**config.mk**
```make
export PLATFORM = sky130hd
export DESIGN_NAME = fpu_op_sequencer
export DESIGN_NICKNAME = d
export VERILOG_FILES = /design/src/rtl/fpu_op_sequencer.sv
export SDC_FILE = /design/constraint.sdc
export NUM_CORES = 1
export LEC_CHECK = 0
export BUFFER_PORTS_ARGS = -buffer_cell sky130_fd_sc_hd__buf_2
export CAP_MARGIN = 20
export CORE_MARGIN = 2
export CORE_UTILIZATION = 46
export CTS_BUF_LIST = sky130_fd_sc_hd__clkbuf_8
export DETAILED_ROUTE_END_ITERATION = 10
export GPL_TIMING_DRIVEN = 0
export PLACE_DENSITY = 0.82
export SLEW_MARGIN = 30
export SYNTH_ARGS = -nofsm -noshare
export SYNTH_HDL_FRONTEND = slang
export SYNTH_SLANG_ARGS = --single-unit
```
**constraint.sdc**
```tcl
create_clock -name clk -period 2.37 [get_ports clk]
set_clock_uncertainty 0.2 [all_clocks]
set_input_delay 0.474 -clock clk [delete_from_list [all_inputs] [get_ports clk]]
set_output_delay 0.474 -clock clk [all_outputs]
set_load 0.05 [all_outputs]
```
**src/rtl/fpu_op_sequencer.sv**
```systemverilog
// fpu_op_sequencer: issues one operand triple to a fixed-latency FPU core,
// captures the result after LATENCY cycles, and holds it until consumed.
// Sticky exception flags accumulate across operations.
module fpu_op_sequencer #(
    parameter int unsigned LATENCY   = 2,
    parameter int unsigned CANON_NAN = 1
) (
    input  logic        clk,
    input  logic        rst,
    input  logic        req_valid,
    output logic        req_ready,
    input  logic [31:0] req_a,
    input  logic [31:0] req_b,
    input  logic [31:0] req_c,
    output logic [31:0] fpu_a,
    output logic [31:0] fpu_b,
    output logic [31:0] fpu_c,
    input  logic [31:0] fpu_o,
    input  logic        fpu_nv,
    input  logic        fpu_dz,
    input  logic        fpu_of,
    input  logic        fpu_uf,
    input  logic        fpu_nx,
    output logic        resp_valid,
    input  logic        resp_ready,
    output logic [31:0] resp_o,
    output logic [4:0]  resp_flags,
    output logic [4:0]  fflags,
    input  logic        fflags_clr
);

    typedef enum logic [1:0] {
        IDLE = 2'd0,
        BUSY = 2'd1,
        RESP = 2'd2
    } state_t;

    // Counter is loaded with LATENCY-1 so that capture lands LATENCY edges after accept.
    localparam logic [3:0] CNT_LOAD = 4'(LATENCY - 32'd1);

    // Replace any NaN with the canonical quiet NaN when enabled.
    function automatic logic [31:0] canon_result(input logic [31:0] o);
        logic [31:0] r;
        if ((CANON_NAN != 32'd0) && (o[30:23] == 8'hff) && (o[22:0] != 23'd0)) begin
            r = 32'h7fc00000;
        end else begin
            r = o;
        end
        return r;
    endfunction

    state_t      state_q, state_d;
    logic [3:0]  cnt_q, cnt_d;
    logic [31:0] fpu_a_q, fpu_a_d;
    logic [31:0] fpu_b_q, fpu_b_d;
    logic [31:0] fpu_c_q, fpu_c_d;
    logic [31:0] resp_o_q, resp_o_d;
    logic [4:0]  resp_flags_q, resp_flags_d;
    logic [4:0]  fflags_q, fflags_d;
    logic        capture_s;
    logic [4:0]  core_flags_s;

    assign core_flags_s = {fpu_nv, fpu_dz, fpu_of, fpu_uf, fpu_nx};

    // Next-state, counter, operand latch and result capture.
    always_comb begin
        state_d      = state_q;
        cnt_d        = cnt_q;
        fpu_a_d      = fpu_a_q;
        fpu_b_d      = fpu_b_q;
        fpu_c_d      = fpu_c_q;
        resp_o_d     = resp_o_q;
        resp_flags_d = resp_flags_q;
        capture_s    = 1'b0;
        case (state_q)
            IDLE: begin
                if (req_valid) begin
                    fpu_a_d = req_a;
                    fpu_b_d = req_b;
                    fpu_c_d = req_c;
                    cnt_d   = CNT_LOAD;
                    state_d = BUSY;
                end else begin
                    state_d = IDLE;
                end
            end
            BUSY: begin
                if (cnt_q == 4'd0) begin
                    capture_s    = 1'b1;
                    resp_o_d     = canon_result(fpu_o);
                    resp_flags_d = core_flags_s;
                    state_d      = RESP;
                end else begin
                    cnt_d = cnt_q - 4'd1;
                end
            end
            RESP: begin
                if (resp_ready) begin
                    state_d = IDLE;
                end else begin
                    state_d = RESP;
                end
            end
            default: begin
                state_d = IDLE;
                cnt_d   = 4'd0;
            end
        endcase
    end

    // Sticky flags: a clear wipes the old value first, then a capture on the same edge sets.
    always_comb begin
        fflags_d = fflags_clr ? 5'd0 : fflags_q;
        if (capture_s) begin
            fflags_d = fflags_d | core_flags_s;
        end else begin
            fflags_d = fflags_d;
        end
    end

    // State and datapath registers with synchronous reset.
    always_ff @(posedge clk) begin
        if (rst) begin
            state_q      <= IDLE;
            cnt_q        <= 4'd0;
            fpu_a_q      <= 32'd0;
            fpu_b_q      <= 32'd0;
            fpu_c_q      <= 32'd0;
            resp_o_q     <= 32'd0;
            resp_flags_q <= 5'd0;
            fflags_q     <= 5'd0;
        end else begin
            state_q      <= state_d;
            cnt_q        <= cnt_d;
            fpu_a_q      <= fpu_a_d;
            fpu_b_q      <= fpu_b_d;
            fpu_c_q      <= fpu_c_d;
            resp_o_q     <= resp_o_d;
            resp_flags_q <= resp_flags_d;
            fflags_q     <= fflags_d;
        end
    end

    // Handshake outputs are forced low while reset is held.
    assign req_ready  = (state_q == IDLE) && !rst;
    assign resp_valid = (state_q == RESP) && !rst;
    assign fpu_a      = fpu_a_q;
    assign fpu_b      = fpu_b_q;
    assign fpu_c      = fpu_c_q;
    assign resp_o     = resp_o_q;
    assign resp_flags = resp_flags_q;
    assign fflags     = fflags_q;

endmodule

```
==> summary.md <==
| Metric | Value |
|---|---|
| Core area | 10700 sq um |
| Max Slew Vio Count | 0 |
| Final setup viols | 0 |
| DP Cell Count | between 1000 and 1500 |
| Routed Antenna Nets | 0 |
| Max Fanout on Critical Path | 10 |
| Via count | a little over 5000 |
| Cells after synthesis | around 600 |
| Hold Path Class | in -> reg |
| CP cell instances | clkbuf_1 > nor3_2 > buf_2 |
| CP top delay family | buffers and inverters |
| Max IR drop VDD | 0.611 mV |
| Number of global-route vias before repair | between 4000 and 5000 |
| Outcome | completed |
| Initial antenna violation count | 0 |
| Area leader, netlist | dfxtp_1 |
| Slew headroom | ~66% |
| First-pass GRT wire length | approximately 22000 um |
| Clock Latency Late Sink | ~0.43 ns |
| Die height | roughly 110 um |
| Avg Cell Area, Syn | 8.34 sq um |
| Initial drt markers | 283 |
| Stages on the worst setup path | 3 |
| Async SR Flop Fraction | 0% |
| Worst-margin pin slew | around 0.50 ns |
| Clock root buffer | clkbuf_8 |
| Most used flip-flop cell after synthesis | dfxtp_1 |
| Routed Wire Length | approximately 14000 um |
| I/O Buffers | ~280 |
| Die Wd | 109 um |
| P&R area growth vs syn | 39.0% |
| Gp weighted congestion | 0.847 |
| Post-synth EDFFs | 0 |
| Residual DRC | 0 |
| Top cell type's share of synthesized area | 57.2% |
| CTS Sinks | around 140 |
| Worst R2R Path Depth | 8 |
| Hold path cells | 2 |
| DIE AREA | roughly 12000 sq um |
| Inserted Diodes | 0 |
| Synthesized cell area | around 5000 sq um |
| Drt wl/cell | 13.7 um |
| Postcts setup bufs | 0 |
| CP max-delay cell | dfxtp_1 |
| Fillers | 952 |
| Pleak | 3.33 nW |
| Post-synth cell types | 30 |
| Yosys warning total | 0 |
| Final setup TNS | 0 ns |
| Gr usage total | roughly 24% |
| Largest cells by area after synthesis | dfxtp_1 57%, nand2_1 16%, a21oi_1 12% |
| Critical path buffer and inverter count | 2 |
| Final hold vios | 0 |
| Syn nets | about 740 |
| Cell with the most instances after synthesis | nand2_1 |
| Final worst path period need | roughly 2.2 ns |
| # H-tree levels | 4 |
| Pwr dens | 901 nW/um^2 |
| Largest net degree at the start of global routing | 17 |
| Required time worst endpoint | roughly 1.7 ns |
| Grt ovf | 0 |
| Clk slew on worst S/H paths | approximately 0.09 ns |
| Fmax achieved | 0.446 GHz |
| TritonCTS Buffers | 17 |
| Worst Setup End Kind | primary output |
| CP Launch Type | register |
| DRT Pass-1 Iters | 6 |
| Tcrit/Tclk final | approximately 95% |
| CTS tree | yes |
| Core Rows | 38 |
| Fin util | about 65% |
| Total power | ~6.3 mW |
| Crit path largest cell delay | 0.35 ns |
| CTS Buffer Depth | 2 |
| FF+latch count, synth | around 140 |
| # IOs | roughly 280 |
| Critical path type | reg -> out |
| Post-layout nets | ~1000 |
| Top post-synthesis cells by count | 221 x nand2_1, 144 x dfxtp_1, 118 x a21oi_1 |
| Arrival @ worst endpoint | approximately 1.6 ns |
| Non-filler cells in the finished layout | around 1100 |
| HPWL after DPL | 10700 um |
| Max Cap Viol | 0 |
| Starting Density | a little under half |
| RSZ-0062 raised after global routing | false |
| Drt via density | roughly 4.9 |
| Share of cells above drive strength 1 | between 30 and 40% |
| Register area share after synthesis | a little under three fifths |
==> through the flow <==
| stage | worst slack, ns | instance area (sq um) | hold WS, ns |
|---|---|---|---|
| floorplan | 0.207 | 5050 | 0.314 |
| global placement | 0.0351 | 6610 | 0.238 |
| detailed placement | 0.0172 | 6610 | 0.243 |
| CTS | 0.0107 | 7000 | 0.0351 |
| global route | 0.0384 | 7000 | 0.0250 |
| finish | 0.127 | 7000 | 0.0567 |
==> cell type report <==
class | instances | area [sq um] | area share [%]
flip-flops and latches | 144 | 2880 | 41.2
repair buffers | 276 | 1380 | 19.7
clock buffers | 18 | 248 | 3.54
multi-input cells | 412 | 1960 | 28.0
plain buffers | 44 | 198 | 2.82
clock inverters | 14 | 141 | 2.02
inverters | 4 | 15.0 | 0.214
well taps | 140 | 175 | 2.50
==> worst paths after layout <==
kind	start	to	slack, ns
setup reg to reg	state_q[1]$_SDFFE_PP0P_	fpu_a[0]$_SDFFE_PP0P_	0.25
hold reg to reg	fpu_b[10]$_SDFFE_PP0P_	fpu_b[10]$_SDFFE_PP0P_	0.25
setup / recovery	state_q[0]$_SDFFE_PP0P_	resp_valid	0.13
hold / removal	fpu_o[15]	resp_o[15]$_SDFFE_PP0P_	0.06
==> cells in the final DEF, fill, tap and decap left out <==
cell        Yosys  layout
buf_2           8     284
nand2_1       221     221
dfxtp_1       144     144
a21oi_1       118     118
clkbuf_1       31      31
a22o_1         22      22
clkbuf_8        0      18
nand2b_1        9       9
nor2_1          9       8
inv_1           4       6
nor4_1          5       5
clkinvlp_4      0       5
nor3_2          1       4
nor3_1          6       3
nand4_1         3       3
a2111oi_0       3       3
buf_6           2       2
buf_4           2       2
mux2i_1         2       2
nand3b_1        2       2
bufinv_16       0       2
inv_6           0       2
clkinv_2        0       2
nor2_2          0       1
or2_2           1       1
or3_1           1       1
o21ai_0         1       1
a211oi_1        1       1
nor3b_1         1       1
a32oi_1         1       1
o21ba_2         1       1
o2bb2ai_1       1       1
buf_1           1       1
or4_1           1       1
o311ai_1        1       1
ha_1            1       1
clkinv_4        0       1
==> what timing repair did <==
| action | CTS | global route |
|---|---|---|
| pin swaps | 0 | 0 |
| endpoints found under the setup margin | 2 | 32 |
| gates resized for setup | 1 | 1 |
| hold buffers | 0 | 0 |
==> where the power goes <==
part	internal [mW]	switching, mW	leakage (nW)
registers	2.63	0.103	1.18
clock network	0.958	0.941	0.190
logic	0.433	1.25	1.96
==> worst reg2reg max path: cells and delay by family, from the launching register on <==
kind	cells	cell delay, ns
compound gates	1	0.17
buf+inv	4	0.94
flops	1	0.33
simple gates	3	0.43
==> layer usage <==
layer	wire, um	part of all wire [%]	track usage (%)	vias to the layer above
li1	-	-	-	2596
met1	5940	41	28.3	2303
met2	7130	49	41.1	184
met3	1100	7.6	8.19	24
met4	288	2.0	9.25	0
met5	0	0	0	-
==> state kept, by name (all words and copies together) (netlist names) <==
name / cells
fpu_a: 32
fpu_b: 32
fpu_c: 32
resp_o: 32
fflags: 5
resp_flags: 5
cnt_q: 4
state_q: 2
==> cells by family (layout without fill, tap and decap cells) <==
group / after synthesis / count (layout) / synth area share [%]
buffers and inverters: 48 / 356 / 4.22
and+or+nand+nor: 260 / 260 / 20.9
adders and majority gates: 1 / 1 / 0.248
AOI/OAI and AO/OA: 149 / 149 / 17.0
muxes: 2 / 2 / 0.397
DFF: 144 / 144 / 57.2
No activity file was read; power rests on OpenSTA's default activity.
